===== src/rtl/pixel_stream_tx_pkg.sv =====
// Shared definitions for the pixel stream transmitter and receiver:
// FSM state encoding, default frame geometry and counter types.
package pixel_stream_tx_pkg;

    typedef enum logic [1:0] {
        ST_IDLE   = 2'd0,
        ST_ACTIVE = 2'd1,
        ST_HBLANK = 2'd2,
        ST_VBLANK = 2'd3
    } state_t;

    localparam int DEF_COLS   = 16;
    localparam int DEF_ROWS   = 16;
    localparam int DEF_HBLANK = 2;
    localparam int DEF_VBLANK = 4;

    localparam int CNT_W   = 8;
    localparam int BLANK_W = 16;

    typedef logic [CNT_W-1:0]   cnt_t;
    typedef logic [BLANK_W-1:0] blank_t;

endpackage


===== src/rtl/pixel_stream_tx_if.sv =====
// Frame-buffer read port, frame request controls and pixel stream outputs
// of the transmitter, bundled as one interface.
interface pixel_stream_tx_if;
    import pixel_stream_tx_pkg::*;

    logic       start;
    logic       cont;
    logic       rd_en;
    cnt_t       rd_i;
    cnt_t       rd_j;
    logic [7:0] rd_data;
    logic [7:0] Pixel;
    logic       Line;
    logic       Frame;
    logic       busy;
    logic       done;

    modport master (
        input  start, cont, rd_data,
        output rd_en, rd_i, rd_j, Pixel, Line, Frame, busy, done
    );

    modport slave (
        output start, cont, rd_data,
        input  rd_en, rd_i, rd_j, Pixel, Line, Frame, busy, done
    );

endinterface


===== src/rtl/pixel_stream_tx_blank_counter.sv =====
// Loadable down-counter with a zero flag; times both blanking intervals.
module blank_counter
    import pixel_stream_tx_pkg::*;
(
    input  logic   Clk,
    input  logic   nReset,
    input  logic   load,
    input  blank_t load_val,
    output logic   zero
);

    blank_t cnt;

    always_ff @(posedge Clk) begin
        if (nReset) begin
            cnt <= '0;
        end else if (load) begin
            cnt <= load_val;
        end else if (cnt != '0) begin
            cnt <= cnt - 1'b1;
        end
    end

    assign zero = (cnt == '0);

endmodule


===== src/rtl/pixel_stream_tx.sv =====
// Raster transmitter: walks the frame buffer row by row and emits a
// line/frame-framed pixel stream with programmable blanking.
module pixel_stream_tx
    import pixel_stream_tx_pkg::*;
#(
    parameter int COLS   = DEF_COLS,
    parameter int ROWS   = DEF_ROWS,
    parameter int HBLANK = DEF_HBLANK,
    parameter int VBLANK = DEF_VBLANK
) (
    input  logic               Clk,
    input  logic               nReset,
    pixel_stream_tx_if.master  bus
);

    localparam cnt_t   LAST_COL = cnt_t'(COLS - 1);
    localparam cnt_t   LAST_ROW = cnt_t'(ROWS - 1);
    // HBLANK counts down to zero inside the state; VBLANK gets one extra
    // count because it begins while the last Line cycle is still on the wire.
    localparam blank_t H_LOAD   = blank_t'(HBLANK - 1);
    localparam blank_t V_LOAD   = blank_t'(VBLANK);

    state_t state, state_nx;
    cnt_t   col, col_nx;
    cnt_t   row, row_nx;
    logic   blank_load;
    blank_t blank_val;
    logic   blank_zero;
    logic   line_p1;
    logic   frame_p1;

    blank_counter u_blank (
        .Clk      (Clk),
        .nReset   (nReset),
        .load     (blank_load),
        .load_val (blank_val),
        .zero     (blank_zero)
    );

    always_ff @(posedge Clk) begin
        if (nReset) begin
            state    <= ST_IDLE;
            col      <= '0;
            row      <= '0;
            line_p1  <= 1'b0;
            frame_p1 <= 1'b0;
        end else begin
            state    <= state_nx;
            col      <= col_nx;
            row      <= row_nx;
            line_p1  <= (state == ST_ACTIVE);
            frame_p1 <= (state == ST_ACTIVE) || (state == ST_HBLANK);
        end
    end

    always_comb begin
        state_nx   = state;
        col_nx     = col;
        row_nx     = row;
        blank_load = 1'b0;
        blank_val  = H_LOAD;
        case (state)
            ST_IDLE: begin
                if (bus.start) begin
                    state_nx = ST_ACTIVE;
                    col_nx   = '0;
                    row_nx   = '0;
                end
            end
            ST_ACTIVE: begin
                if (col == LAST_COL) begin
                    blank_load = 1'b1;
                    if (row == LAST_ROW) begin
                        state_nx  = ST_VBLANK;
                        blank_val = V_LOAD;
                    end else begin
                        state_nx = ST_HBLANK;
                    end
                end else begin
                    col_nx = col + 1'b1;
                end
            end
            ST_HBLANK: begin
                if (blank_zero) begin
                    state_nx = ST_ACTIVE;
                    col_nx   = '0;
                    row_nx   = row + 1'b1;
                end
            end
            ST_VBLANK: begin
                if (blank_zero) begin
                    col_nx   = '0;
                    row_nx   = '0;
                    state_nx = bus.cont ? ST_ACTIVE : ST_IDLE;
                end
            end
            default: state_nx = ST_IDLE;
        endcase
    end

    // Read issue in ACTIVE; pixel returns one cycle later alongside Line
    assign bus.rd_en = (state == ST_ACTIVE);
    assign bus.rd_i  = bus.rd_en ? col : '0;
    assign bus.rd_j  = bus.rd_en ? row : '0;
    assign bus.Line  = line_p1;
    assign bus.Pixel = line_p1 ? bus.rd_data : 8'h00;
    assign bus.Frame = frame_p1;
    assign bus.busy  = (state != ST_IDLE);
    assign bus.done  = (state == ST_VBLANK) && blank_zero;

endmodule


===== src/flat_wrapper.sv =====
// flat-port wrapper written by rule: the top's interface ports become plain ports
module pixel_stream_tx_flat import pixel_stream_tx_pkg::*;
#(
    parameter int COLS   = DEF_COLS,
    parameter int ROWS   = DEF_ROWS,
    parameter int HBLANK = DEF_HBLANK,
    parameter int VBLANK = DEF_VBLANK
)
  (Clk, nReset, bus_start, bus_cont, bus_rd_data, bus_rd_en, bus_rd_i, bus_rd_j, bus_Pixel, bus_Line, bus_Frame, bus_busy, bus_done);
  pixel_stream_tx_if bus_i ();
  input  logic Clk;
  input  logic nReset;
  input wire logic [$bits(bus_i.start)-1:0] bus_start;
  input wire logic [$bits(bus_i.cont)-1:0] bus_cont;
  input wire logic [$bits(bus_i.rd_data)-1:0] bus_rd_data;
  output wire logic [$bits(bus_i.rd_en)-1:0] bus_rd_en;
  output wire logic [$bits(bus_i.rd_i)-1:0] bus_rd_i;
  output wire logic [$bits(bus_i.rd_j)-1:0] bus_rd_j;
  output wire logic [$bits(bus_i.Pixel)-1:0] bus_Pixel;
  output wire logic [$bits(bus_i.Line)-1:0] bus_Line;
  output wire logic [$bits(bus_i.Frame)-1:0] bus_Frame;
  output wire logic [$bits(bus_i.busy)-1:0] bus_busy;
  output wire logic [$bits(bus_i.done)-1:0] bus_done;
  assign bus_i.start = bus_start;
  assign bus_i.cont = bus_cont;
  assign bus_i.rd_data = bus_rd_data;
  assign bus_rd_en = bus_i.rd_en;
  assign bus_rd_i = bus_i.rd_i;
  assign bus_rd_j = bus_i.rd_j;
  assign bus_Pixel = bus_i.Pixel;
  assign bus_Line = bus_i.Line;
  assign bus_Frame = bus_i.Frame;
  assign bus_busy = bus_i.busy;
  assign bus_done = bus_i.done;
  pixel_stream_tx #(.COLS(COLS), .ROWS(ROWS), .HBLANK(HBLANK), .VBLANK(VBLANK)) u_core (.Clk(Clk), .nReset(nReset), .bus(bus_i));
endmodule

===== config.mk =====
export PLATFORM = sky130hd
export DESIGN_NAME = pixel_stream_tx_flat
export DESIGN_NICKNAME = d
export VERILOG_FILES = /design/src/rtl/pixel_stream_tx_pkg.sv /design/src/rtl/pixel_stream_tx_if.sv /design/src/rtl/pixel_stream_tx_blank_counter.sv /design/src/rtl/pixel_stream_tx.sv /design/src/flat_wrapper.sv
export SDC_FILE = /design/constraint.sdc
export NUM_CORES = 1
export LEC_CHECK = 0
export CAP_MARGIN = 15
export CORE_MARGIN = 2
export CORE_UTILIZATION = 45
export CTS_BUF_LIST = sky130_fd_sc_hd__clkbuf_16
export DETAILED_ROUTE_END_ITERATION = 6
export PLACE_DENSITY = 0.7
export SLEW_MARGIN = 20
export SYNTH_ARGS = -nofsm -noshare
export SYNTH_HDL_FRONTEND = slang
export SYNTH_HIERARCHICAL = 1
export SYNTH_SLANG_ARGS = --single-unit

===== constraint.sdc =====
create_clock -name Clk -period 3.9 [get_ports Clk]
set_input_delay 0.585 -clock Clk [delete_from_list [all_inputs] [get_ports Clk]]
set_output_delay 0.585 -clock Clk [all_outputs]
set_load 0.01 [all_outputs]

==> results of run 1 <==
[cells by family (layout without fill, tap and decap cells)]
group / count (synthesis) / count (layout) / share of synthesized area
AO/OA/AOI/OAI: 67 / 67 / 0.202
XOR/XNOR: 13 / 13 / 0.0503
adder cells (fa/ha/maj): 7 / 7 / 0.0387
buffers and inverters: 21 / 61 / 0.0530
flip-flops: 36 / 36 / 0.318
other: 1 / 19 / 0.00166
AND/OR/NAND/NOR: 130 / 130 / 0.336
[per-stage QoR]
| stage | std cells | area [µm²] | power (mW) |
|---|---|---|---|
| floorplan | 293 | 2330 | 0.904 |
| finish | 400 | 2900 | 1.37 |
| global route | 400 | 2900 | 1.47 |
| detailed placement | 392 | 2760 | 0.996 |
| CTS | 400 | 2900 | 1.38 |
| global placement | 392 | 2760 | 0.992 |
[cell usage after synthesis (all sizes together) (3+ instances only)]
cell type   n  area, µm²
nand4       6       37.5
nand3      11       55.1
nor4        7       73.8
dfxtp      36        721
buf         5       50.0
and2       24        151
o31ai       3       22.5
or3         5       32.5
nor2b       3       18.8
ha          7       87.6
clkbuf      6       32.5
a21oi      19        103
nor2       16       60.1
or4         8       75.1
a31oi       4       25.0
inv        10       37.5
o21ai      21        116
xnor2      12        105
and3        3       18.8
nand2      25       93.8
and4        3       26.3
nor3       13       65.1
[metal layers]
layer  wire length [µm]  share of wire  track usage  vias to the layer above
met1               2580           0.50        0.285                      949
li1                   -              -            -                     1100
met5                  0              0            0                        -
met3                220          0.043       0.0535                        7
met4                 63          0.012       0.0476                        0
met2               2290           0.44        0.301                       36
[final timing paths]
kind / startpoint / to / slack (ns) / depth (start not counted)
worst max-delay path: u_core/u_blank/cnt[0] / bus_done / 0.43 / 7
worst min-delay path: u_core/col[1] / u_core/col[1] / 0.49 / 2
worst max register to register: u_core/u_blank/cnt[0] / u_core/col[4] / 0.76 / 9
worst min register to register: u_core/col[1] / u_core/col[1] / 0.49 / 2
[power by group through the flow]
stage	logic (mW)	clock network, mW	registers [mW]
after floorplan	0.435	0	0.469
after global placement	0.511	0	0.480
after detailed placement	0.517	0	0.480
after CTS	0.518	0.390	0.473
after global routing	0.575	0.408	0.483
final	0.518	0.382	0.474
[cell type report]
class | instances | area [µm²]
multi-input cells | 236 | 1490
repair buffers | 43 | 423
fillers | 424 | 1890
clock inverters | 3 | 15.0
well taps | 67 | 83.8
flip-flops and latches | 36 | 721
clock buffers | 5 | 125
inverters | 10 | 37.5
[worst max-delay path: cells and delay by family, from the launching register on]
| kind | cells | cell delay (ns) |
|---|---|---|
| fa+ha+maj | 1 | 0.19 |
| simple gates | 4 | 1.48 |
| flops | 1 | 0.33 |
| buf+inv | 2 | 0.61 |
[sequential cells by signal, indices dropped and copies added (netlist names)]
| name | count |
|---|---|
| u_core/u_blank/cnt | 16 |
| u_core/col | 8 |
| u_core/state | 2 |
| u_core/bus.Line | 1 |
| u_core/bus.Frame | 1 |
| u_core/row | 8 |
==> results.py, run 1 <==
metrics = {
    "finish": {
        "diodes": 0,
        "drive_gt1_frac": 0.0901,
        "final_common_cell": "clkdlybuf4s50_1",
        "final_cell_mix": "clkdlybuf4s50_1 (40), dfxtp_1 (36), nand2_1 (25), and2_1 (23), conb_1 (19)",
        "utilization": 0.606,
        "area_growth_pct": 28.0,
        "layout.nets": 351,
    },
    "sta": {
        "max_freq_mhz": 288,
        "finalHoldViolations": 0,
        "finalMaxSlewViolations": 0,
        "whs_ns": 0.492,
        "final.min_clock_period_ns": 3.47,
        "setup_viol": 0,
        "clock_skew_ns": 0.00485,
        "timing.final.crit_share": 0.890,
        "max-slew-margin-rel": 0.371,
        "fin_tns_setup_ns": 0,
        "worst_pin_slew_ns": 0.944,
        "rsz0062_at_grt": "no",
        "fin_ws_ns": 0.430,
    },
    "setup_path": {
        "slowest_delay_ns": 0.59,
        "startpoint_type": "register",
        "cpMaxStageDelayCell": "or4_4",
        "crit_arrival_ns": 2.89,
        "required_ns": 3.31,
        "critPathKind": "reg2out",
        "path_cells": "inv_1 > ha_1 > or3b_2 > or4_4 > nor2_1 > and2_1 > clkdlybuf4s50_1",
        "endpoint_kind": "primary output",
        "path_max_fanout": 5,
    },
    "power": {
        "comb_power_share": 0.377,
        "cellLeakagePower_nw": 1.02,
        "share_seq_of_total_power": 0.345,
        "p_per_area_mw_per_mm2": 474,
        "internal_power_mw": 0.894,
        "p_sw_mw": 0.480,
        "max-vdd-ir-drop_uv": 288,
        "swShare": 0.349,
        "pwr-share-clk": 0.278,
    },
    "synth": {
        "syn_area_mm2": 0.00226,
        "async_flop_share": 0,
        "syn_avg_cell_area_um2": 8.24,
        "synth-seq-cells": 36,
        "seq_area_frac_synth": 0.318,
        "ys_warn_count": 6,
        "ys_types": 60,
        "synth_ff_type": "dfxtp_1",
        "synthesis.instances": 275,
        "synth_edf_count": 0,
    },
    "grt": {
        "antenna_found_initial": 0,
        "grt_pass1_vias": 1914,
        "grt_usage": 0.200,
        "overflow": 0,
        "grt_pass1_wl_um": 8740,
        "grt_max_degree": 33,
    },
    "clock_tree": {
        "htree_num_levels": 2,
        "cts_made_buffers": 5,
        "cts_tree": "done",
        "cts_hold_buf": 0,
        "path_clk_slew_ns": 0.06,
        "clock-sinks": 36,
        "worstSkewPairLatency_ns": 0.28,
        "post-cts-setup-buffers": 0,
        "cts_root_buffer": "clkbuf_16",
        "clk_path_buf_depth": 2,
        "cts_resized": 0,
    },
    "run": {
        "maxCapViolCount": 0,
    },
    "drt": {
        "ant_nets": 0,
        "vias": 2092,
        "wl_um": 5160,
        "routedWlPerCell_um": 12.9,
        "drtIter0Drc": 89,
        "via_per_inst": 5.23,
        "drcViolationCount": 0,
        "firstDrtPassIters": 4,
    },
    "floorplan": {
        "row_count": 25,
        "core-area_mm2": 0.00479,
        "die_h_um": 74.9,
        "io_pins": 41,
        "initial_utilization": 0.473,
        "die-area_mm2": 0.00562,
        "die_w_um": 74.9,
    },
    "placement": {
        "place_hpwl_um": 3710,
        "gp_congestion": 0.812,
        "io_buffers": 40,
        "place_ws_ns": 0.719,
    },
    "min_path": {
        "min_path_type": "reg2reg",
    },
    "outcome": {
        "status": "complete, no violations",
    },
}
Power figures use the tool's default switching activity.
==> run 2: changes to the inputs <==
Clock period 3.9 ns to 4.1 ns, I/O delays scaled along.
==> run 2 against run 1 <==
Clock power increased by 12%. Global-route usage grew 0.41 points. Die area unchanged. Largest cell class unchanged. Via count fell by 0.91%. Hold slack got worse by 0.0015 ns. Critical path depth stayed put.
==> results.py, run 2 (synthesis gave the netlist of run 1 again) <==
metrics = {
    "setup_path": {
        "endpoint_kind": "primary output",
        "path_cells": "inv_1 > ha_1 > or3b_2 > or4_4 > nor2_1 > and2_1 > clkdlybuf4s50_1",
        "reg2regPathDepth": 9,
        "critPathKind": "reg2out",
        "required_ns": 3.48,
        "path_max_fanout": 5,
        "crit_arrival_ns": 2.91,
        "cpMaxStageDelayCell": "or4_4",
        "startpoint_type": "register",
        "slowest_delay_ns": 0.59,
    },
    "clock_tree": {
        "cts_root_buffer": "clkbuf_16",
        "path_clk_slew_ns": 0.06,
        "worstSkewPairLatency_ns": 0.28,
        "cts_made_buffers": 5,
        "htree_num_levels": 2,
        "cts_tree": "done",
        "post-cts-setup-buffers": 0,
        "clk_path_buf_depth": 2,
        "cts_resized": 0,
        "cts_hold_buf": 0,
        "clock-sinks": 36,
    },
    "sta": {
        "setup_viol": 0,
        "whs_ns": 0.491,
        "final.min_clock_period_ns": 3.53,
        "timing.final.crit_share": 0.861,
        "worst_pin_slew_ns": 1.00,
        "max_freq_mhz": 283,
        "max-slew-margin-rel": 0.326,
        "finalHoldViolations": 0,
        "rsz0062_at_grt": "no",
        "finalMaxSlewViolations": 0,
        "fin_tns_setup_ns": 0,
        "clock_skew_ns": 0.00421,
    },
    "drt": {
        "drtIter0Drc": 80,
        "wl_um": 5190,
        "ant_nets": 0,
        "via_per_inst": 5.18,
        "vias": 2073,
        "firstDrtPassIters": 4,
        "routedWlPerCell_um": 13.0,
        "drcViolationCount": 0,
    },
    "min_path": {
        "min_path_type": "reg2reg",
        "holdPathStages": 2,
    },
    "grt": {
        "antenna_found_initial": 0,
        "grtUsageMet2": 0.303,
        "overflow": 0,
        "grt_util_met3": 0.0375,
        "grt_pass1_vias": 1873,
        "grt_usage": 0.204,
        "busiest_layer": "met2",
        "grt_pass1_wl_um": 8910,
        "grt_max_degree": 18,
        "grt.met1_usage": 0.300,
    },
    "floorplan": {
        "die-area_mm2": 0.00562,
        "core-area_mm2": 0.00479,
        "die_h_um": 74.9,
        "row_count": 25,
        "io_pins": 41,
        "initial_utilization": 0.473,
        "die_w_um": 74.9,
    },
    "placement": {
        "io_buffers": 40,
        "gp_congestion": 0.790,
        "place_hpwl_um": 3760,
    },
    "finish": {
        "drive_gt1_frac": 0.0901,
        "area_growth_pct": 29.0,
        "largest_register": "u_core/u_blank/cnt",
        "diodes": 0,
        "final_common_cell": "clkdlybuf4s50_1",
        "layout.nets": 351,
        "largest_reg_flops": 16,
        "final_cell_mix": "clkdlybuf4s50_1 (40), dfxtp_1 (36), nand2_1 (25), and2_1 (23), conb_1 (19)",
        "largestRegisters": "u_core/u_blank/cnt: 16 flops, u_core/col: 8 flops, u_core/row: 8 flops",
        "utilization": 0.610,
    },
    "power": {
        "p_per_area_mw_per_mm2": 471,
        "max-vdd-ir-drop_uv": 273,
        "swShare": 0.335,
        "cellLeakagePower_nw": 1.04,
        "internal_power_mw": 0.914,
        "share_seq_of_total_power": 0.327,
        "comb_power_share": 0.361,
        "pwr-share-clk": 0.312,
        "p_sw_mw": 0.461,
    },
    "run": {
        "maxCapViolCount": 0,
    },
    "outcome": {
        "status": "complete, no violations",
    },
}
[run 2: through the flow]
step	cells	worst slack (ns)	instance area [µm²]	total power, mW
after detailed placement	392	0.893	2760	0.949
after global routing	400	0.467	2920	1.46
after CTS	400	0.584	2920	1.38
after floorplan	293	1.24	2330	0.860
final	400	0.571	2920	1.37
after global placement	392	0.930	2760	0.944
[run 2: path summary, 6_finish.rpt]
kind                                      end             startpoint  slack (ns)
worst max-delay path                 bus_done  u_core/u_blank/cnt[0]        0.57
worst min register to register  u_core/col[1]          u_core/col[1]        0.49
worst max register to register  u_core/col[4]  u_core/u_blank/cnt[0]        0.95
worst min-delay path            u_core/col[1]          u_core/col[1]        0.49
[run 2: layout make-up]
| type | instances | area (µm²) |
|---|---|---|
| Inverter | 10 | 37.5 |
| Multi-Input combinational cell | 236 | 1490 |
| Tap cell | 67 | 83.8 |
| Timing Repair Buffer | 43 | 423 |
| Sequential cell | 36 | 721 |
| Clock buffer | 5 | 125 |
| Fill cell | 443 | 1870 |
| Clock inverter | 3 | 38.8 |
[run 2: worst max-delay path: cells and delay by family (launching register included)]
kind	cells	cell delay [ns]
buffers and inverters	2	0.61
and+or+nand+nor	4	1.52
DFF	1	0.32
adders and majority gates	1	0.20
[run 2: power by group through the flow]
stage | clock [mW] | combinational [mW] | sequential (mW)
after floorplan | 0 | 0.414 | 0.446
after global placement | 0 | 0.489 | 0.456
after detailed placement | 0 | 0.493 | 0.456
after CTS | 0.434 | 0.498 | 0.450
after global routing | 0.451 | 0.556 | 0.457
final | 0.429 | 0.496 | 0.450
[run 2: routing by layer]
| layer | share of wire | vias to the layer above |
|---|---|---|
| li1 | - | 1088 |
| met1 | 0.53 | 952 |
| met2 | 0.43 | 27 |
| met3 | 0.025 | 6 |
| met4 | 0.013 | 0 |
| met5 | 0 | - |
